`config.mk`:
```
export PLATFORM = sky130hd
export DESIGN_NAME = uart_tx_sched
export DESIGN_NICKNAME = d
export VERILOG_FILES = /design/src/rtl/uart_tx_sched.sv
export SDC_FILE = /design/constraint.sdc
export NUM_CORES = 1
export LEC_CHECK = 0
export CAP_MARGIN = 10
export CORE_MARGIN = 3
export CORE_UTILIZATION = 57
export CTS_CLUSTER_SIZE = 40
export DETAILED_ROUTE_END_ITERATION = 12
export HOLD_SLACK_MARGIN = 0.05
export PLACE_DENSITY = 0.89
export SLEW_MARGIN = 20
export SYNTH_ARGS = -nofsm -noshare
export SYNTH_HDL_FRONTEND = slang
export SYNTH_SLANG_ARGS = --single-unit
```
`constraint.sdc`:
```
create_clock -name clk -period 5.1 [get_ports clk]
set_input_delay 0.765 -clock clk [delete_from_list [all_inputs] [get_ports clk]]
set_output_delay 0.765 -clock clk [all_outputs]
set_load 0.01 [all_outputs]
```
`src/rtl/uart_tx_sched.sv`:
```
// rtl/uart_tx_sched.sv - two-requester round-robin 8N1 UART transmitter
module uart_tx_sched #(
  parameter logic [15:0] BAUD_DIV = 16'd10417
) (
  input  logic        clk,
  input  logic        reset_n,
  input  logic        req0_valid,
  input  logic [7:0]  req0_data,
  output logic        req0_ready,
  input  logic        req1_valid,
  input  logic [7:0]  req1_data,
  output logic        req1_ready,
  input  logic        div_wr,
  input  logic [15:0] div_val,
  output logic        tx,
  output logic        busy,
  output logic        grant_id
);

  typedef enum logic [1:0] {IDLE, START, DATA, STOP} state_t;

  state_t      state, state_nxt;
  logic [15:0] divisor;
  logic [15:0] cnt;
  logic [2:0]  bit_idx;
  logic [7:0]  shreg;
  logic        prio;
  logic        tx_q;
  logic        gsel;
  logic        accept;
  logic        bit_end;

  // A lone valid requester wins; on contention the priority holder wins.
  always_comb begin
    gsel = prio;
    if (req0_valid && !req1_valid)      gsel = 1'b0;
    else if (req1_valid && !req0_valid) gsel = 1'b1;
  end

  assign accept     = (state == IDLE) && (req0_valid || req1_valid);
  assign req0_ready = accept && !gsel;
  assign req1_ready = accept && gsel;
  assign bit_end    = (cnt == divisor);
  assign busy       = (state != IDLE);
  assign tx         = tx_q;

  always_ff @(posedge clk or negedge reset_n) begin
    if (!reset_n) state <= IDLE;
    else          state <= state_nxt;
  end

  always_comb begin
    state_nxt = state;
    case (state)
      IDLE:    if (accept) state_nxt = START;
      START:   if (bit_end) state_nxt = DATA;
      DATA:    if (bit_end && bit_idx == 3'd7) state_nxt = STOP;
      STOP:    if (bit_end) state_nxt = IDLE;
      default: state_nxt = IDLE;
    endcase
  end

  always_ff @(posedge clk or negedge reset_n) begin
    if (!reset_n) begin
      divisor  <= BAUD_DIV;
      cnt      <= 16'd0;
      bit_idx  <= 3'd0;
      shreg    <= 8'd0;
      prio     <= 1'b0;
      tx_q     <= 1'b1;
      grant_id <= 1'b0;
    end else begin
      // Divisor only moves in IDLE, so a frame always runs on one bit period.
      if (state == IDLE && div_wr) divisor <= div_val;
      if (accept) begin
        shreg    <= gsel ? req1_data : req0_data;
        grant_id <= gsel;
        prio     <= ~gsel;
        cnt      <= 16'd0;
        bit_idx  <= 3'd0;
        tx_q     <= 1'b0;
      end else if (state != IDLE) begin
        cnt <= bit_end ? 16'd0 : cnt + 16'd1;
        if (bit_end) begin
          // shreg[0] always holds the next data bit to drive.
          case (state)
            START: begin
              tx_q  <= shreg[0];
              shreg <= shreg >> 1;
            end
            DATA: begin
              if (bit_idx == 3'd7) begin
                tx_q <= 1'b1;
              end else begin
                tx_q    <= shreg[0];
                shreg   <= shreg >> 1;
                bit_idx <= bit_idx + 3'd1;
              end
            end
            default: tx_q <= 1'b1;
          endcase
        end
      end
    end
  end

endmodule

```
# After elaboration in Yosys (flattened, before gate mapping)
# Cells that the tools add are included.
dict set report classes {
  n_addsub 2
  n_eq_ne 11
  mux 26
  n_bitwise 1
  n_reduce_logical 21
}
# operator count
set op_table {}
lappend op_table {{2-to-1 mux 16 bit} 3}
lappend op_table {{2-to-1 mux 8 bit} 5}
lappend op_table {{adder 16 x 1 -> 16 bit (second input constant)} 1}
lappend op_table {{equality test 16 bit} 1}
lappend op_table {{one-hot mux 8 bit (2 select lines)} 1}
lappend op_table {{2-to-1 mux 3 bit} 5}
lappend op_table {{AND reduction 4 bit} 3}
lappend op_table {{inequality test 2 bit (second input constant)} 5}
lappend op_table {{2-to-1 mux 2 bit} 4}
lappend op_table {{one-hot mux 2 bit (4 select lines)} 1}
lappend op_table {{nonzero test 2 bit} 4}
lappend op_table {{logical AND 1 bit} 7}
lappend op_table {{2-to-1 mux 1 bit} 6}
lappend op_table {{equality test 2 bit (second input constant)} 2}
lappend op_table {{adder 3 x 1 -> 3 bit (second input constant)} 1}
lappend op_table {{equality test 3 bit (second input constant)} 1}
lappend op_table {{logical NOT 1 bit} 3}
lappend op_table {{inequality test 3 bit (second input constant)} 1}
lappend op_table {{nonzero test 3 bit} 1}
lappend op_table {{equality test 2 x 1 -> 1 bit (second input constant)} 1}
lappend op_table {{logical NOT 2 bit} 1}
lappend op_table {{one-hot mux 1 bit (2 select lines)} 1}
lappend op_table {{AND reduction 2 bit} 1}
lappend op_table {{logical OR 1 bit} 1}
lappend op_table {{NOT 1 bit} 1}
dict set report totals {
  reg_bits 48
  in_bits 37
  output_inout_bits 5
  elab_cells 69
}

# Longest topological paths before layout
# Gate-level depths: netlist of the first run.
dict set report depth {
  ltp_word 6
  mapped_depth 9
  depth_no_buf 7
}

# Worst setup path before layout of the first run
# OpenSTA, ideal clock, no wires.
dict set report synth_timing {
  path_type {flip-flop to flip-flop}
  from {reg state[0]}
  to {reg bit_idx[0]}
  setup_ps 110
  arrival_time_ps 2036
  t_required_ps 4990
  slack_ps 2953
  stages_incl_launch_ff 10
  path_buffers 2
  period_less_slack_ps 2147
  cell_sequence {dfrtp_1 > inv_1 > ha_1 > buf_2 > clkinv_1 > or3_1 > nand2_1 > clkbuf_1 > o311ai_0 > o41ai_1}
}
dict set report synth_via {
  elab_cells_between_ends 10
  classes_between {eq/ne: 2; mux: 1; reduce/logical: 7}
}
# item line_no
set synth_lines {}
lappend synth_lines {{from (decl)} 22} ;# state_t state, state_nxt;
lappend synth_lines {{from (signal assigned)} 49} ;# else state <= state_nxt;
lappend synth_lines {{nonzero test 2 bit} --}
lappend synth_lines {{named net busy} 16} ;# output logic busy,
lappend synth_lines {{nonzero test 2 bit (no source line)} --}
lappend synth_lines {{AND reduction 4 bit (no source line)} --}
lappend synth_lines {{to (signal assigned)} 97} ;# bit_idx <= bit_idx + 3'd1;
lappend synth_lines {{to (decl)} 25} ;# logic [2:0] bit_idx;
# The timed path passes the listed nets, and every way through them passes these cells.
# A chain may end at the register's enable or synchronous reset.

# Worst setup path after layout of the first run
dict set report layout_timing {
  from {in req1_valid}
  to {out req1_ready}
}
dict set report layout_via {
  elab_chain_len 4
  elab_cells_between_ends 8
  classes_between {mux: 2; reduce/logical: 6}
}
# item line_no
set layout_lines {}
lappend layout_lines {{from (decl)} 10} ;# input logic req1_valid,
lappend layout_lines {{logical AND 1 bit / logical NOT 1 bit (equally long branches)} {37, 36}}
lappend layout_lines {{2-to-1 mux 1 bit / logical AND 1 bit (equally long branches)} {37, 36}}
lappend layout_lines {{2-to-1 mux 1 bit} 36} ;# if (req0_valid && !req1_valid) gsel = 1'b0;
lappend layout_lines {{logical AND 1 bit (*)} 42} ;# assign req1_ready = accept && gsel;
lappend layout_lines {{to (decl)} 12} ;# output logic req1_ready,
# Every way passes the cells marked *; elsewhere a longest branch is shown, timed or not.

==> impl.org, run 1 <==
** Status
- The flow ran to the end, and the final reports show no timing, DRC or antenna violations.

** Worst setup path
- Kind of end point of the critical path :: output pin
- R2r startpoint :: state[0]
- CP Data Required Time :: ~4.3 ns
- Slack of the worst reg-to-reg path :: 2.40 ns
- Register-to-Register Path Depth :: 7
- In this run the worst setup path terminates at req1_ready.
- At the worst endpoint, the arrival time is roughly 2.7 ns.
- Total buffers and inverters traversed by the critical path :: 2
- The worst register-to-register path ends at shreg[5].
- Of all nets on the critical path, the largest fanout is 10.
- STA classifies the critical path startpoint as an input pin.
- The worst setup path is of the input pin to output pin kind.
- Tracing the worst setup path back leads to its startpoint at req1_valid.
- The largest single stage delay on the critical path is between 0.6 and 0.7 ns.
- Cell type with the highest occurrence count on the critical path :: sky130_fd_sc_hd__clkdlybuf4s50_1
- Worst-path cell chain :: clkdlybuf4s50_1, nand2_1, a21oi_1, clkdlybuf4s50_1
- The largest individual stage delay along the critical path comes from the cell sky130_fd_sc_hd__clkdlybuf4s50_1.
- Depth of the critical timing path with buffers and inverters included :: 4
- Among cell families on the critical path, the largest total delay comes from buffers and inverters.

** Floorplanning
- # rows :: 23
- The initial utilization of the core area, before any placement, comes to approximately 62%.
- Die X :: between 70 and 80 µm
- Core footprint :: about 4200 µm²
- The floorplan step defined a die boundary enclosing 5370 µm².
- For this design the top-level I/O count stands at 42.
- The die is 73.3 µm tall.

** Power and ir drop
- Leakage :: 1.24 nW
- Power density normalized to cell area :: ~490 nW/µm²
- Peak supply drop :: 0.299 mV
- Clock share of power :: between 10% and 20%
- Net switching is 37.0% of the power.
- Per report_power, the combinational group accounts for between 40 and 50% of the total.
- Internal Power :: ~0.00097 W
- In this run the power spent charging and discharging nets is around 0.00057 W.
- Relative contribution of sequential cells to total power :: 41.3%

** Clock tree
- The cell sitting at the root of the clock tree is a sky130_fd_sc_hd__clkbuf_8.
- Maximum level of the CTS H-tree :: 2
- The number of hold buffers added after CTS was 0.
- Number of buffers inserted during clock tree synthesis :: 5
- Gates resized during post-CTS repair numbered 0.
- Post-CTS Setup Inserts :: 0
- Clock-pin slew was measured on the worst setup and hold paths at about 0.080 ns.
- TritonCTS clock tree :: done
- No sink is reached through more buffers than the 2 on the longest clock path.
- At the later pin of the worst-skew pair, clock insertion delay measures approximately 0.3 ns.
- TritonCTS Sinks :: 48

** Placed design
- Count of placed standard cells including taps :: 330
- Port buffering added between 40 and 50 buffers.
- After legalization and detailed placement, the total HPWL measured between 4 and 5 mm.
- The congestion estimate from routability-driven global placement came to slightly above 0.8.
- Summing all placed instances gives a cell area of 3020 µm².

** Route
- Total DRC errors in the routed layout :: 0
- Dividing the detail-routed via count by the number of cells gives between 6 and 7.
- After the first detailed-routing iteration, the DRC count stood at between 200 and 250.
- First-pass DRT Iterations :: 4
- In the final routed layout, each cell accounts on average for between 15 and 20 µm.
- The detailed router placed between 2000 and 2500 vias in this run.
- Wires add up to 5.69 mm.
- In this run the remaining antenna-violating nets after routing total 0.

** Layout
- The finished layout holds around 340 standard cells, fillers aside.
- Fraction of final layout cells with drive strength greater than 1 :: ~13%
- From synthesis to final layout, the design area changed by 20.7%.
- The final layout contains between 300 and 400 nets.
- Final cell area excluding filler cells :: 3110 µm²
- The repair_antennas step left the layout with diodes totalling 0.

** Synth
- Net count after synthesis :: 293
- Synth Cell Area :: 2580 µm²
- Mean Syn Cell Area :: 10.4 µm²
- Synthesis handed over a netlist of around 250 instances.
- Sequential element share of the synthesized area :: 46.9%
- The Yosys step of the flow raised 0 warnings.
- In this run, synthesis produced a sequential element count of between 40 and 50.
- After synthesis, the netlist uses 38 different library cells.

** Global routing
- Global routing finished with a remaining overflow of 0.
- First-pass GRT wire length :: between 10 and 15 mm
- In the global route stage, overall resource usage came out at roughly a quarter.
- The initial antenna violation count is 0.
- The number of global-route vias before repair came to roughly 2200.
- Largest net degree at the start of global routing :: just under 50

** STA
- The number of hold violations in the final report is 0.
- Setup repair after global routing left no endpoint under its margin.
- Relative slew slack :: a little under half
- The number of max-slew violations in the final report is 0.
- Clock Skews :: 0.00619 ns
- Timing would allow up to 289 MHz.
- For the pin with the worst max-slew slack, the measured transition is ~0.8 ns.
- Final count of negative-setup-slack endpoints :: 0
- After routing, the total negative slack on setup checks comes to 0 ns.
- Period utilization :: approximately two thirds
- For the finished layout, the period the worst path requires is about 3.5 ns.

** Worst hold path
- Hold Path Class :: input pin to asynchronous set/reset pin

** Run
- Across the run, the number of max-cap violations was 0.
-- cells in the final DEF, fill, tap and decap left out, drive strengths merged, types with 4 or more instances in the layout --
cell type and n:
dfrtp 41, clkdlybuf4s50 40, nand2 19, xnor2 18, mux2 17, o21ai 16
a21oi 11, nand3 10, nor2 9, inv 8, nand4 8, or3 8
a22oi 8, ha 8, o31ai 7, a2bb2oi 7, dfstp 7, clkbuf 6
nor3 6, a22o 4
-- metal layers --
metal	GRT usage (%)	share of wire, %	up-vias
li1	-	-	1003
met1	29.7	41	1014
met2	40.8	51	67
met3	4.65	5.6	15
met4	10.0	2.4	0
met5	0	0	-
-- worst min-delay path by stage --
stage	endpoint	slack (ns)
6_report	grant_id	0.46
5_1_grt	grant_id	0.50
4_1_cts	grant_id	0.49
3_5_place_dp	grant_id	0.47
3_3_place_gp	bit_idx[0]	0.48
2_1_floorplan	bit_idx[0]	0.46
-- metrics by stage --
stage / power (W) / utilization, % / setup WS (ns) / hold WS, ns
after CTS: 0.00154 / 74.5 / 1.67 / 0.493
after global placement: 0.00127 / 72.1 / 1.79 / 0.477
after detailed placement: 0.00131 / 72.3 / 1.66 / 0.469
final: 0.00154 / 74.6 / 1.64 / 0.462
after floorplan: 0.00111 / - / 2.95 / 0.457
after global routing: 0.00165 / 74.6 / 1.52 / 0.500
-- sequential cells by signal, summed over array words and instances, names as in the netlist --
signal and flops:
tx 1, state 2, divisor 16, shreg 8, grant_id 1, cnt 16
prio 1, bit_idx 3
-- worst register-to-register path, delay by kind of cell (launching register included) --
kind	cells	cell delay [ns]
DFF	1	0.41
and+or+nand+nor	2	0.84
adders and majority gates	1	0.40
AOI/OAI and AO/OA	2	0.40
buffers and inverters	2	0.52
-- Yosys cell counts (all sizes together) --
master | number | share of area, %
clkinv | 1 | 0.15
nand4 | 8 | 1.9
nand2b | 2 | 0.49
nand4b | 1 | 0.34
a22oi | 8 | 2.3
buf | 5 | 0.97
nand3 | 10 | 1.9
a21oi | 11 | 2.1
o41a | 1 | 0.44
nand2 | 19 | 2.8
inv | 8 | 1.2
a21o | 3 | 0.87
clkbuf | 5 | 0.73
nor3b | 1 | 0.29
o211ai | 3 | 0.87
or3 | 8 | 1.9
o21ai | 16 | 3.3
nor2 | 9 | 1.3
nor3 | 6 | 1.4
nor4 | 1 | 0.24
mux2i | 3 | 1.2
xnor2 | 18 | 6.1
a211oi | 1 | 0.29
a2bb2oi | 7 | 2.4
o311ai | 3 | 1.0
or4b | 1 | 0.39
mux2 | 17 | 7.4
dfrtp | 41 | 40
dfstp | 7 | 7.1
a22o | 4 | 1.4
ha | 8 | 3.9
o31ai | 7 | 2.0
o41ai | 2 | 0.68
or4 | 2 | 0.58
nor2b | 1 | 0.24
-- area by class of cell --
cell class / instances / area, µm²
clock buffer: 6 / 82.6
clock inverter: 2 / 10.0
fill: 298 / 1060
inverter: 9 / 33.8
multi-input combinational: 181 / 1300
sequential: 48 / 1210
tap: 50 / 62.6
timing repair buffer: 42 / 415
-- cell families (layout without fill, tap and decap cells) --
kind of cell | count (synthesis) | count (layout) | share of synthesized area (%)
xor gates and xnor gates | 18 | 18 | 6.11
buffers and inverters | 19 | 59 | 3.01
adders and majority gates | 8 | 8 | 3.88
muxes | 20 | 20 | 8.59
DFF | 48 | 48 | 46.9
and+or+nand+nor | 69 | 69 | 13.8
AOI/OAI and AO/OA | 66 | 66 | 17.7
-- power by group through the flow --
stage          Sequential (W)  Clock [W]  Combinational (W)
2_1_floorplan        0.000610          0           0.000504
3_3_place_gp         0.000632          0           0.000635
3_5_place_dp         0.000642          0           0.000666
4_1_cts              0.000634   0.000236           0.000672
5_1_grt              0.000651   0.000249           0.000754
6_report             0.000636   0.000231           0.000671
Note: power is estimated with default switching activity, not from simulation.
==> inputs of run 2 (changes only) <==
- CORE_UTILIZATION: 57 -> 48
- PLACE_DENSITY: 0.89 -> 0.81
- clock period: 5.1 -> 3.05 ns (I/O delays scaled with it)
==> run 2 against run 1 <==
  * Setup slack got worse by 1.3 ns
  * Wire length decreased by 1.2%
  * Register-to-register slack got worse by 1.8 ns
  * Utilization decreased by 12 points
  * Power increased by 75%
==> impl.org, run 2 (synthesis results as in run 1) <==
** Route
- The number of DRC violations after detailed routing is 0 (unchanged).
- The number of DRC violations after detailed-routing iteration 0 came to 146 (-34%).
- Mean number of vias per cell :: 5.77 (-7.1%)
- Via total after detailed routing :: 2088 (-0.52%)
- The count of TritonRoute iterations in the first routing pass came to 4 (unchanged).
- ANT nets after route :: 0 (unchanged)
- The per-cell routed wire length was 15.5 µm (-7.7%).
- Routed WL :: 5.62 mm (-1.2%)

** Global routing
- Total gr overflow :: 0 (unchanged)
- Largest net degree at the start of global routing :: 49 (unchanged)
- Global-route usage over all layers :: 19.7% (-4.3 points)
- The first-pass GRT wire length came to 9.83 mm (-2.1%).
- Vias in the first global route :: 2054 (-7.7%)
- The initial antenna violation count came to 0 (unchanged).

** Worst setup path
- Slack of the worst reg-to-reg path :: 0.59 ns (-1.81 ns)
- The worst path buffer plus inverter count is 3 (+1).
- The worst setup path is launched from a flop.
- The critical path goes through inv_1, ha_1, nand2_1, a21oi_1, buf_4, clkdlybuf4s50_1.
- CP Data Required Time :: 2.59 ns (-1.75 ns)
- Kind of end point of the critical path :: output pin
- CP delay by family, top :: buffers and inverters
- Kind of critical path :: flop to output pin
- The maximum single-stage delay on the critical path came to 0.55 ns (-0.13 ns).
- Critical path peak fanout :: 10 (unchanged)
- The critical path data arrival time came to 2.27 ns (-0.43 ns).
- On the critical path, the stage with the largest delay is an instance of sky130_fd_sc_hd__clkdlybuf4s50_1.

** Clock tree
- Maximum level of the CTS H-tree :: 2 (unchanged)
- The number of sinks handled by clock tree synthesis is 48 (unchanged).
- The clock transition time at the flip-flop clock pins of the worst setup and hold paths is 0.09 ns (about the same).
- Maximum buffer depth of the clock tree :: 2 (unchanged)
- Post-CTS Setup Inserts :: 0 (unchanged)
- The number of buffers inserted during clock tree synthesis was 5 (unchanged).
- The tree is rooted in a sky130_fd_sc_hd__clkbuf_8.
- The count of instances resized after the clock tree is built was 0 (unchanged).
- Number of buffers inserted for hold repair after clock tree synthesis :: 0 (unchanged)
- The source-to-sink clock delay at the later pin of the worst-skew pair was 0.30 ns (about the same).
- TritonCTS clock tree :: done

** Floorplanning
- The die extent in x is 79.3 µm (+8.2%).
- # rows :: 26 (+13%)
- Effective utilization at floorplan :: 50.2% (-12 points)
- The die area was 6290 µm² (+17%).
- Boundary Pins :: 42 (unchanged)
- The vertical extent of the die was 79.3 µm (+8.2%).
- Core footprint :: 5140 µm² (+23%)

** STA
- Relative slew slack :: 52.4% (+5.4 points)
- The smallest clock period supported by the final layout is computed as 2.73 ns.
- Final Max Slew Viols :: 0 (unchanged)
- Unrepaired setup endpoints after global routing :: false
- Clock Skews :: 0.00533 ns (-0.000854 ns)
- Max Clk Rate :: about 370 MHz
- Setup Total Neg Slack :: 0 ns (unchanged)
- The number of hold violations in the final report came to 0 (unchanged).
- Final count of negative-setup-slack endpoints :: 0 (unchanged)
- Period utilization :: 89.6%
- Slew at the pin closest to its max-slew limit :: 0.705 ns (-0.0905 ns)

** Layout
- The final instance area is 3190 µm² (+2.7%).
- Net count of the finished layout :: 336 (+1.2%)
- Layout fillers :: 433 (+45%)
- Fraction of final layout cells with drive strength greater than 1 :: 13.7% (+1.2 points)
- Antenna diode count :: 0 (unchanged)
- Leaving out fill and tap cells, the most frequent cell in the layout is sky130_fd_sc_hd__dfrtp_1.
- Commonest cells after routing, fill and taps aside :: 41 x sky130_fd_sc_hd__dfrtp_1, 40 x sky130_fd_sc_hd__clkdlybuf4s50_1, 19 x sky130_fd_sc_hd__nand2_1
- In the final layout, the registers with the most flip-flops are cnt: 16 flops, divisor: 16 flops, shreg: 8 flops.
- Layout overhead on the synthesized area :: 23.9%

** Run
- # Max-Cap Violations :: 0 (unchanged)

** Power and ir drop
- The static power due to leakage was 1.27 nW (+2.5%).
- Peak supply drop :: 0.429 mV (+43%)
- Power density normalized to cell area :: 843 nW/µm² (+71%)

** Placed design
- The routability-driven placement congestion ratio was 0.874 (+5.8%).
- Final HPWL DP :: 4.09 mm (-1.7%)
- The cell area after placement is 3070 µm² (+1.6%).
- The number of I/O port buffers was 41 (unchanged).

** Status
- Result of the run :: finished clean

** Worst hold path
- Hold Path Class :: input pin to asynchronous set/reset pin
[run 2: cell types whose count changed in the layout (fill, tap and decap cells not counted)]
| cell | before | now |
|---|---|---|
| sky130_fd_sc_hd__clkinv_2 | 2 | 0 |
| sky130_fd_sc_hd__clkbuf_8 | 6 | 7 |
| sky130_fd_sc_hd__nor3_2 | 0 | 1 |
| sky130_fd_sc_hd__buf_4 | 2 | 6 |
| sky130_fd_sc_hd__nor3_4 | 1 | 0 |
| sky130_fd_sc_hd__bufinv_16 | 0 | 1 |
[run 2: metal layers]
| layer | GRT usage [%] | routed length [µm] | part of all wire, % |
|---|---|---|---|
| met1 | 27.7 | 2540 | 45 |
| met2 | 31.3 | 2760 | 49 |
| met3 | 3.74 | 234 | 4.2 |
| met4 | 5.15 | 88 | 1.6 |
| met5 | 0 | 0 | 0 |
[run 2: worst reg2reg max path: cells and delay by family, from the launching register on]
kind	cells	cell delay, ns
compound gates	1	0.33
xor+xnor	1	0.11
flops	1	0.55
mux	1	0.36
simple gates	2	1.00
[run 2: stage by stage]
| stage | util (%) | worst slack (ns) | hold slack, ns | std cells | power (W) |
|---|---|---|---|---|---|
| after floorplan | - | 0.903 | 0.162 | 248 | 0.00186 |
| after global placement | 59.6 | 0.645 | 0.472 | 354 | 0.00216 |
| after detailed placement | 59.6 | 0.604 | 0.474 | 354 | 0.00220 |
| after CTS | 62.1 | 0.336 | 0.375 | 362 | 0.00270 |
| after global routing | 62.1 | 0.170 | 0.201 | 362 | 0.00289 |
| final | 62.1 | 0.318 | 0.156 | 362 | 0.00269 |
[run 2: power breakdown]
group | switching, W | internal (W) | leakage, nW | total [W]
combinational | 0.000565 | 0.000572 | 0.607 | 0.00114
clock | 0.000208 | 0.000289 | 0.0645 | 0.000497
sequential | 0.000173 | 0.000887 | 0.598 | 0.00106
total | 0.000945 | 0.00175 | 1.27 | 0.00269
[run 2: layout make-up]
| type | count | area, µm² | share of cell area, % |
|---|---|---|---|
| Multi-Input combinational cell | 181 | 1290 | 40.4 |
| Sequential cell | 48 | 1210 | 37.9 |
| Clock inverter | 1 | 30.0 | 0.940 |
| Tap cell | 70 | 87.6 | 2.74 |
| Timing Repair Buffer | 46 | 445 | 13.9 |
| Inverter | 9 | 33.8 | 1.06 |
| Clock buffer | 7 | 96.3 | 3.02 |
[run 2: worst paths after layout]
path,startpoint,to,cells past startpoint
hold / removal,reset_n,divisor[14],1
setup / recovery,state[0],req1_ready,6
setup reg to reg,divisor[7],state[1],5
min in group clk,grant_id,grant_id,1
max in group asynchronous,reset_n,cnt[5],1
hold reg to reg,grant_id,grant_id,1
